===== src/rtl/tx_rd_req_sched.sv =====
// tx_rd_req_sched: splits one huge-page descriptor into 4 KB-safe read chunks,
// tracks their tags until all completions drain, then requests the completion write.
module tx_rd_req_sched #(
    parameter int MAX_RD_QW       = 64,
    parameter int MAX_OUTSTANDING = 8
) (
    input  logic        trn_clk,
    input  logic        reset_n,
    input  logic        hp_valid,
    input  logic [63:0] hp_addr,
    input  logic [18:0] hp_len_qw,
    output logic        hp_ack,
    output logic [63:0] huge_page_addr,
    output logic [8:0]  qwords_to_rd,
    output logic        read_chunk,
    input  logic        read_chunk_ack,
    input  logic [3:0]  tlp_tag,
    input  logic        cpl_done,
    input  logic [3:0]  cpl_done_tag,
    output logic        send_rd_completed,
    input  logic        send_rd_completed_ack,
    output logic        hp_done,
    output logic [4:0]  outstanding,
    output logic        busy,
    output logic        tag_err
);
    typedef enum logic [2:0] {IDLE, CALC, ISSUE, DRAIN, REPORT, DONE} state_t;
    localparam logic [9:0] L_MAX = 10'(MAX_RD_QW);
    localparam logic [4:0] L_OUT = 5'(MAX_OUTSTANDING);
    state_t      r_state, w_state_nxt;
    logic [63:0] r_cur_addr, r_addr;
    logic [18:0] r_rem;
    logic [8:0]  r_qwords, w_qw;
    logic [9:0]  w_bound, w_lim;
    logic [15:0] r_bitmap, w_bitmap_nxt, w_set, w_clr;
    logic [4:0]  r_outstanding;
    logic        r_hp_done, r_tag_err, w_read_chunk, w_acc, w_last;
    always_comb begin
        w_bound      = 10'd512 - {1'b0, r_cur_addr[11:3]};
        w_lim        = (L_MAX < w_bound) ? L_MAX : w_bound;
        w_qw         = (r_rem < {9'd0, w_lim}) ? r_rem[8:0] : w_lim[8:0];
        w_read_chunk = (r_state == ISSUE) && (r_outstanding < L_OUT) && !r_bitmap[tlp_tag];
        w_acc        = w_read_chunk && read_chunk_ack;
        w_last       = r_rem == {10'd0, r_qwords};
        w_set        = w_acc ? 16'd1 << tlp_tag : 16'd0;
        // a completion only retires a tag that is actually in flight
        w_clr        = (cpl_done && r_bitmap[cpl_done_tag]) ? 16'd1 << cpl_done_tag : 16'd0;
        w_bitmap_nxt = (r_bitmap & ~w_clr) | w_set;
    end
    always_comb begin
        w_state_nxt = r_state;
        case (r_state)
            IDLE:    w_state_nxt = hp_valid ? ((hp_len_qw == 19'd0) ? DONE : CALC) : IDLE;
            CALC:    w_state_nxt = ISSUE;
            ISSUE:   w_state_nxt = w_acc ? (w_last ? DRAIN : CALC) : ISSUE;
            DRAIN:   w_state_nxt = (r_outstanding == 5'd0) ? REPORT : DRAIN;
            REPORT:  w_state_nxt = send_rd_completed_ack ? DONE : REPORT;
            DONE:    w_state_nxt = IDLE;
            default: w_state_nxt = IDLE;
        endcase
    end
    always_ff @(posedge trn_clk) begin
        if (!reset_n) r_state <= IDLE;
        else          r_state <= w_state_nxt;
    end
    always_ff @(posedge trn_clk) begin
        if (!reset_n) begin
            r_cur_addr    <= '0;
            r_rem         <= '0;
            r_addr        <= '0;
            r_qwords      <= '0;
            r_bitmap      <= '0;
            r_outstanding <= '0;
            r_hp_done     <= 1'b0;
            r_tag_err     <= 1'b0;
        end else begin
            if (r_state == IDLE && hp_valid) begin
                r_cur_addr <= hp_addr & ~64'd7;
                r_rem      <= hp_len_qw;
            end
            if (r_state == CALC) begin
                r_addr   <= r_cur_addr;
                r_qwords <= w_qw;
            end
            if (w_acc) begin
                r_cur_addr <= r_cur_addr + {52'd0, r_qwords, 3'b000};
                r_rem      <= r_rem - {10'd0, r_qwords};
            end
            r_bitmap      <= w_bitmap_nxt;
            r_outstanding <= 5'($countones(w_bitmap_nxt));
            r_hp_done     <= r_state == DONE;
            r_tag_err     <= r_tag_err | (cpl_done && !r_bitmap[cpl_done_tag]);
        end
    end
    assign hp_ack            = reset_n && (r_state == IDLE) && hp_valid;
    assign huge_page_addr    = r_addr;
    assign qwords_to_rd      = r_qwords;
    assign read_chunk        = w_read_chunk;
    assign send_rd_completed = r_state == REPORT;
    assign hp_done           = r_hp_done;
    assign outstanding       = r_outstanding;
    assign busy              = r_state != IDLE;
    assign tag_err           = r_tag_err;
endmodule


===== config.mk =====
export PLATFORM = sky130hd
export DESIGN_NAME = tx_rd_req_sched
export DESIGN_NICKNAME = d
export VERILOG_FILES = /design/src/rtl/tx_rd_req_sched.sv
export SDC_FILE = /design/constraint.sdc
export NUM_CORES = 1
export LEC_CHECK = 0
export CAP_MARGIN = 10
export CORE_UTILIZATION = 58
export DETAILED_ROUTE_END_ITERATION = 10
export PLACE_DENSITY_LB_ADDON = 0.08
export SYNTH_ARGS = -nofsm -noshare
export SYNTH_HDL_FRONTEND = slang
export SYNTH_SLANG_ARGS = --single-unit

===== constraint.sdc =====
create_clock -name trn_clk -period 17.1 [get_ports trn_clk]
set_clock_uncertainty 0.05 [all_clocks]
set_input_delay 3.42 -clock trn_clk [delete_from_list [all_inputs] [get_ports trn_clk]]
set_output_delay 3.42 -clock trn_clk [all_outputs]
set_load 0.02 [all_outputs]

# Word level (Yosys, flattened, before mapping)
# Cells that the tools add are included.
# classes
addsub	18
n_lt_le_gt_ge	5
eq_ne	6
shift	2
muxes	19
n_bitwise	4
n_reduce_logical	15
# op_table
operator	count
two-way mux 64 bit	2
adder 64 x 12 -> 64 bit	1
two-way mux 19 bit	2
two-way mux 16 bit	2
<< shifter 1 x 4 -> 16 bit, first input constant	2
== test 19 x 9 -> 1 bit	1
logical NOT 19 bit	1
< comparator 19 x 10 -> 1 bit	1
subtractor 19 x 9 -> 19 bit	1
adder 1 x 1 -> 2 bit	8
bitwise AND 16 bit	1
NOT 16 bit	1
bitwise OR 16 bit	1
case mux 3 bit (5 select lines)	1
adder 2 x 2 -> 3 bit	4
< comparator 4 x 5 -> 1 bit, second input constant	2
< comparator 7 x 10 -> 1 bit, first input constant	1
two-way mux 10 bit	1
subtractor 10 x 9 -> 10 bit, first input constant	1
two-way mux 3 bit	3
two-way mux 9 bit	1
adder 3 x 3 -> 4 bit	2
binary-select mux 1 bit (select 4 bit)	2
logical AND 1 bit	8
13 further kinds	19
# word_totals
reg_bits	182
inputBits	97
out_inout_bits	84
elab_cells	78

# Logic depth before layout (Yosys ltp)
# Gate-level depths: netlist of the first run.
# depth
word_depth	11
mapped_depth	20
ltp_nobuf	19

# Worst setup path after synthesis of the first run
# OpenSTA, ideal clock, no wires.
# synth_path
path_type	input-to-output
from	in tlp_tag[0]
to	out read_chunk
arrival_time_ns	4.880
t_required_ns	13.630
slack_ns	8.750
stages	6
path_buffers	1
path_cell_list	buf_2 mux4_2 mux2_2 nor2_1 a21oi_1 nor2_1
# synth_between
elab_chain_len	4
# synth_lines
element	line_no	rtl
start: declaration	17	input logic [3:0] tlp_tag,
binary-select mux 1 bit (select 4 bit)	42	w_read_chunk = (r_state == ISSUE) && (r_outstanding < L_OUT) && !r_bitmap[tlp_tag];
two-way mux 1 bit (not written as such)	42	
logical NOT 1 bit	42	
logical AND 1 bit	42	
end: declaration	15	output logic read_chunk,
# No other way between the ends. The select of a mux whose other input is x is not followed.

# Final worst setup path of the first run
# Same ends and word-level chain as after synthesis.

==> results of run 1 <==
final cells by class:
type / instances / area share, %
repair buffers: 186 / 14.73
inverters: 46 / 1.405
clock inverters: 13 / 1.144
flip-flops and latches: 176 / 28.25
clock buffers: 19 / 3.552
multi-input cells: 983 / 48.71
well taps: 220 / 2.207
layer usage:
layer	wire length (um)	vias up
li1	-	4882
met1	12720	4813
met2	13170	490
met3	2460	47
met4	578	0
met5	0	-
registers in the layout, summed over array words and instances (netlist names):
signal          cells
r_bitmap           16
r_state             3
hp_done             1
outstanding         5
qwords_to_rd        9
r_rem              19
r_cur_addr         61
tag_err             1
huge_page_addr     61
worst max-delay path, stage by stage:
cell and delay (ns):
clkdlybuf4s50_1 0.80, mux4_2 0.58, mux2i_2 0.39, a21oi_1 0.18, nor2_1 0.14, clkdlybuf4s50_1 0.63
power by group:
| group | total, W | internal [W] | switching, W | leakage [nW] |
|---|---|---|---|---|
| registers | 0.000473 | 0.000436 | 0.0000362 | 1.43 |
| logic | 0.000265 | 0.000116 | 0.000150 | 2.80 |
| clock network | 0.000393 | 0.000211 | 0.000182 | 0.283 |
| total | 0.00113 | 0.000763 | 0.000368 | 4.52 |
synthesized netlist by cell type (11+ instances only):
library cell | number | share of area [%]
a211oi_1 | 11 | 0.82
a21o_1 | 11 | 0.82
a21oi_1 | 122 | 6.1
a22oi_1 | 21 | 1.6
a31oi_1 | 25 | 1.6
and2_1 | 14 | 0.87
and3_1 | 25 | 1.6
clkbuf_1 | 63 | 2.4
dfxtp_1 | 176 | 35
fa_1 | 12 | 2.4
ha_1 | 34 | 4.2
inv_1 | 46 | 1.7
nand2_1 | 240 | 9.0
nand3_1 | 46 | 2.3
nand4_1 | 24 | 1.5
nor2_1 | 96 | 3.6
nor3_1 | 30 | 1.5
nor4_1 | 20 | 1.2
o21a_1 | 21 | 1.6
o21ai_0 | 35 | 1.7
or3_1 | 11 | 0.68
how the worst min path moves through the flow:
stage	slack [ns]	to	startpoint	cells past startpoint
3_3_place_gp	0.39	huge_page_addr[52]	huge_page_addr[52]	2
2_1_floorplan	0.39	huge_page_addr[63]	r_cur_addr[63]	2
3_5_place_dp	0.40	huge_page_addr[3]	huge_page_addr[3]	2
5_1_grt	0.42	huge_page_addr[55]	huge_page_addr[55]	2
4_1_cts	0.41	huge_page_addr[3]	huge_page_addr[3]	2
6_report	0.40	huge_page_addr[53]	huge_page_addr[53]	2
cell families after synthesis:
logic type / after synthesis / share of synthesized area [%]
and+or+nand+nor: 561 / 26.79
adders and majority gates: 46 / 6.618
other: 2 / 0.07466
muxes: 23 / 3.048
buffers and inverters: 124 / 4.988
AOI/OAI and AO/OA: 337 / 22.58
xor gates and xnor gates: 10 / 0.8708
DFF: 176 / 35.03
through the flow:
step | instance area (sq um) | cells | setup slack [ns]
2_1_floorplan | 10070 | 1283 | 8.750
3_3_place_gp | 11870 | 1610 | 7.500
3_5_place_dp | 11870 | 1610 | 7.476
4_1_cts | 12460 | 1642 | 7.473
5_1_grt | 12470 | 1643 | 7.388
6_report | 12470 | 1643 | 7.498
==> run metrics, run 1 <==
Fmax=0.1041 GHz; I/O Pins=about 180; Reg area=between 0.003 and 0.004 sq mm; Synthesis Warnings=0; CP endpoint kind=primary output; most common cell after layout, fill and taps aside=nand2_1; CTS resizes=0; GRT Util Overall=about a third; EDFF count, synth=0; CP required=about 14 ns; DRT iter0 DRCs=roughly 1100; Max VDD drop=0.07012 mV; Worst-Margin Slew=about 1.2 ns; register area share after synthesis=35.03%; Post-Syn Instances=~1300; final core utilization=around three quarters; Clock Latency Late Sink=~0.43 ns; CP Launch Type=input port; worst setup path end=read_chunk; clock-pin slew on the worst setup and hold paths=around 0.070 ns; n_diodes=0; M1 GR Usage=between 40% and 50%; top_reg_cell synth=dfxtp_1; Post-DRT Antenna Nets=0; worst min-delay path category=flip-flop to flip-flop; Root Buffer=clkbuf_16; final setup fails=0; CTS tree=built; Syn Area/Cell=between 7 and 8 sq um; Power Total=~0.0011 W; cell area after synthesis=0.01006 sq mm; RSZ-0062 raised after global routing=no; initial cell density of the core=between 60% and 70%; global-route wire length before repair=roughly 47 mm; multi-input logic area=roughly 0.006 sq mm; Fin. Hold Viols=0; post-layout minimum cycle time=around 9.6 ns; drt total wl=28.93 mm; Via density=approximately 6.2; CTS Buf Count=17; final slew viol count=0; antenna violations before repair=0; final worst path period share=about 56%; total of max-cap violations=0; Async S/R FF share, synth=0%; cell count of the worst reg-to-reg path=13; CTS Sinks=~180; number of global-route vias before repair=approximately 9500; Lkg Pwr=about 4.5 nW; setup_tns=0 ns; CP Data Arrival Time=6.13 ns; most frequent cells in the layout=nand2_1 (240), dfxtp_1 (176), clkdlybuf4s50_1 (174), a21oi_1 (122), nor2_1 (95); die area=0.01787 sq mm; DP HPWL=about 20 mm; Min Hold Slack=0.4033 ns; Die Y=133.7 um; Vias=10232; ratio of cells with drive above 1 in the final layout=between 6 and 7%; FF-to-FF Start=r_state[2]; fin nets=roughly 1600; status=complete, no violations; DRC viols=0; pin count of the biggest net entering global routing=roughly 110; R2R Setup Slk=~12 ns; port buffer count=around 170; global routing's busiest layer=met2; FILL cells=1340; GP Congestion=just over 0.9; Die Wd=between 100 and 150 um; area of the core=around 0.017 sq mm; FF-to-FF End=outstanding[2]; Cell Rows=47; grt met2 use=52.00%; gr ovfl total=0; CTS H-tree depth=4; First-pass DRT Iterations=5; Area Growth Syn to Fin=23.98%; Max-slew headroom=approximately 18%; number of setup buffers added after CTS=0; M3 GR Usage=between 6 and 7%; FF+latch count, synth=approximately 180; CP Class=input port to primary output; cts hold-fix bufs=0; PwrDens=between 90 and 100 mW/mm^2; CP max FO=11; Worst Setup SP=tlp_tag[0]; buffer depth of the longest clock path=2; synth unique cells=88; drt wl/cell=~18 um
(Power assumes the default switching activity.)
==> inputs of run 2 (changes only) <==
--- a/config.mk
+++ b/config.mk
@@ -6,7 +6,7 @@
 export NUM_CORES = 1
 export LEC_CHECK = 0
 export CAP_MARGIN = 10
-export CORE_UTILIZATION = 58
+export CORE_UTILIZATION = 54
 export DETAILED_ROUTE_END_ITERATION = 10
 export PLACE_DENSITY_LB_ADDON = 0.08
 export SYNTH_ARGS = -nofsm -noshare
==> constraint.sdc (replaced) <==
create_clock -name trn_clk -period 9.35 [get_ports trn_clk]
set_clock_uncertainty 0.05 [all_clocks]
set_input_delay 1.87 -clock trn_clk [delete_from_list [all_inputs] [get_ports trn_clk]]
set_output_delay 1.87 -clock trn_clk [all_outputs]
set_load 0.02 [all_outputs]
==> run 2 against run 1 <==
Against the previous run:
- the flow now finishes with violations (DRC)
- via count is 0.98% lower
- sequential power is 83% higher
- global-route usage is 1.8 points lower
- first-iteration DRC count is 22% lower
- critical path type is now input port to flip-flop
- critical endpoint is now outstanding[2]
- largest cell class unchanged
- highest routed layer unchanged
==> run metrics, run 2 (synthesis gave the netlist of run 1 again) <==
status=finished with violations (was complete, no violations); failing checks=DRC; CTS H-tree depth=4 (unchanged); Fmax=around 0.14 GHz; n_diodes=0 (unchanged); RSZ-0062 raised after global routing=no (unchanged); CP Data Arrival Time=7.62 ns (was 6.13 ns); area of the core=0.01809 sq mm (was 0.01676 sq mm); FF-to-FF Start=r_state[2] (unchanged); Die Y=138.5 um (was 133.7 um); Fin. Hold Viols=0 (unchanged); clock-pin slew on the worst setup and hold paths=0.07 ns (about the same); PwrDens=166.3 mW/mm^2 (was 90.67 mW/mm^2); CTS resizes=0 (unchanged); Worst Setup SP=cpl_done_tag[1] (was tlp_tag[0]); First-pass DRT Iterations=8 (was 5); initial cell density of the core=55.61% (was 60.01%); slowest stage cell, crit path=clkdlybuf4s50_1 (unchanged); ratio of cells with drive above 1 in the final layout=6.404% (was 6.465%); Post-Layout Cell Count=1650 (was 1643); DRT iter0 DRCs=868 (was 1119); Hold Path Cell Cnt=2 (unchanged); Via density=6.141 (was 6.228); CTS Sinks=176 (unchanged); FF-to-FF End=outstanding[2] (unchanged); grt met2 use=50.17% (was 52.00%); I/O Pins=181 (unchanged); critical path cell sequence=clkdlybuf4s50_1, mux2i_1, o21ai_0, o21ai_0, a2111oi_0, nand3_1, a32oi_1, fa_1, fa_1, fa_1, fa_1, inv_1, ha_1, fa_1, xnor2_1, nor2_1 (was clkdlybuf4s50_1, mux4_2, mux2i_2, a21oi_1, nor2_1, clkdlybuf4s50_1); number of global-route vias before repair=9541 (was 9451); fin nets=1552 (was 1553); M1 GR Usage=41.05% (was 45.11%); CTS tree=built (unchanged); Root Buffer=clkbuf_16 (unchanged); drt wl/cell=17.95 um (was 17.61 um); Max-slew headroom=25.39% (was 18.25%); CP Class=input port to flip-flop (was input port to primary output); number of setup buffers added after CTS=0 (unchanged); gr ovfl total=0 (unchanged); Die Wd=138.5 um (was 133.7 um); setup_tns=0 ns (unchanged); CP endpoint kind=flip-flop (was primary output); DP HPWL=20.30 mm (was 19.98 mm); CP max stage delay=0.90 ns (was 0.80 ns); FILL cells=1545 (was 1340); Cell Rows=49 (was 47); final setup fails=0 (unchanged); port buffer count=174 (unchanged); final worst path period share=between 70% and 80%; DRC viols=20 (was 0); die area=0.01918 sq mm (was 0.01787 sq mm); R2R Setup Slk=4.05 ns (was 11.53 ns); GP Congestion=0.8933 (was 0.9298); GRT Util Overall=31.06% (was 32.88%); global-route wire length before repair=47.97 mm (was 47.31 mm); cell count of the worst reg-to-reg path=13 (unchanged); cts hold-fix bufs=0 (unchanged); Inst Count DP=1618 (was 1610); critical path's most frequent cell=fa_1 (was clkdlybuf4s50_1); final slew viol count=0 (unchanged); most frequent cells in the layout=nand2_1 (240), dfxtp_1 (176), clkdlybuf4s50_1 (174), a21oi_1 (122), nor2_1 (95) (unchanged); buffer depth of the longest clock path=2 (unchanged); Post-DRT Antenna Nets=0 (unchanged); Vias=10132 (was 10232); total of max-cap violations=0 (unchanged); CP Launch Type=input port (unchanged); Lkg Pwr=4.502 nW (was 4.516 nW); drt total wl=29.61 mm (was 28.93 mm); HP Start=huge_page_addr[10] (was huge_page_addr[53]); Min Hold Slack=0.4021 ns (was 0.4033 ns); most common cell after layout, fill and taps aside=nand2_1 (unchanged); CTS Buf Count=17 (unchanged); global routing's busiest layer=met2 (unchanged); Max VDD drop=0.1551 mV (was 0.07012 mV); post-layout minimum cycle time=around 7.4 ns; pin count of the biggest net entering global routing=101 (was 111); antenna violations before repair=0 (unchanged); Clock Latency Late Sink=0.44 ns (was 0.43 ns); worst min-delay path category=flip-flop to flip-flop (unchanged); M3 GR Usage=5.888% (was 6.088%); Worst-Margin Slew=1.119 ns (was 1.195 ns); CP max FO=17 (was 11); CP required=9.61 ns (was 13.63 ns); hold path endpoint=huge_page_addr[10] (was huge_page_addr[53]); Area Growth Syn to Fin=23.98% (unchanged)
## run 2: metal layers
| metal | part of all wire (%) | routed length [um] |
|---|---|---|
| met5 | 0 | 0 |
| met4 | 2.7 | 789 |
| met3 | 7.8 | 2303 |
| met2 | 45 | 13410 |
| met1 | 44 | 13110 |
## run 2: through the flow
| stage | area [sq um] | power (W) | worst slack [ns] | util [%] |
|---|---|---|---|---|
| 2_1_floorplan | 10070 | 0.001197 | 2.654 | - |
| 3_3_place_gp | 11880 | 0.001349 | 1.649 | 65.67 |
| 3_5_place_dp | 11880 | 0.001358 | 1.520 | 65.67 |
| 4_1_cts | 12460 | 0.002076 | 1.959 | 68.88 |
| 5_1_grt | 12470 | 0.002165 | 1.554 | 68.95 |
| 6_report | 12470 | 0.002073 | 1.993 | 68.95 |
## run 2: how the worst max path moves through the flow
stage | to | slack [ns]
CTS | outstanding[2] | 1.96
global placement | outstanding[2] | 1.65
detailed placement | outstanding[2] | 1.52
global route | outstanding[2] | 1.55
finish | outstanding[2] | 1.99
floorplan | outstanding[2] | 2.65
## run 2: area by class of cell
type,instances,area (sq um),area share (%)
Tap cell,229,286.5,2.298
Timing Repair Buffer,185,1829,14.67
Sequential cell,176,3523,28.25
Clock inverter,14,156.4,1.254
Multi-Input combinational cell,983,6075,48.71
Clock buffer,17,425.4,3.411
Inverter,46,175.2,1.405
## run 2: power breakdown
part           internal [W]  total (W)  switching, W
registers          0.000798   0.000864     0.0000660
clock network      0.000397   0.000724      0.000327
logic              0.000211   0.000485      0.000275
## run 2: critical path: cells and delay by family
kind	cells	cell delay, ns
compound gates	4	1.53
buf+inv	2	0.95
mux	1	0.18
simple gates	2	0.21
fa+ha+maj	6	2.72
xor+xnor	1	0.15
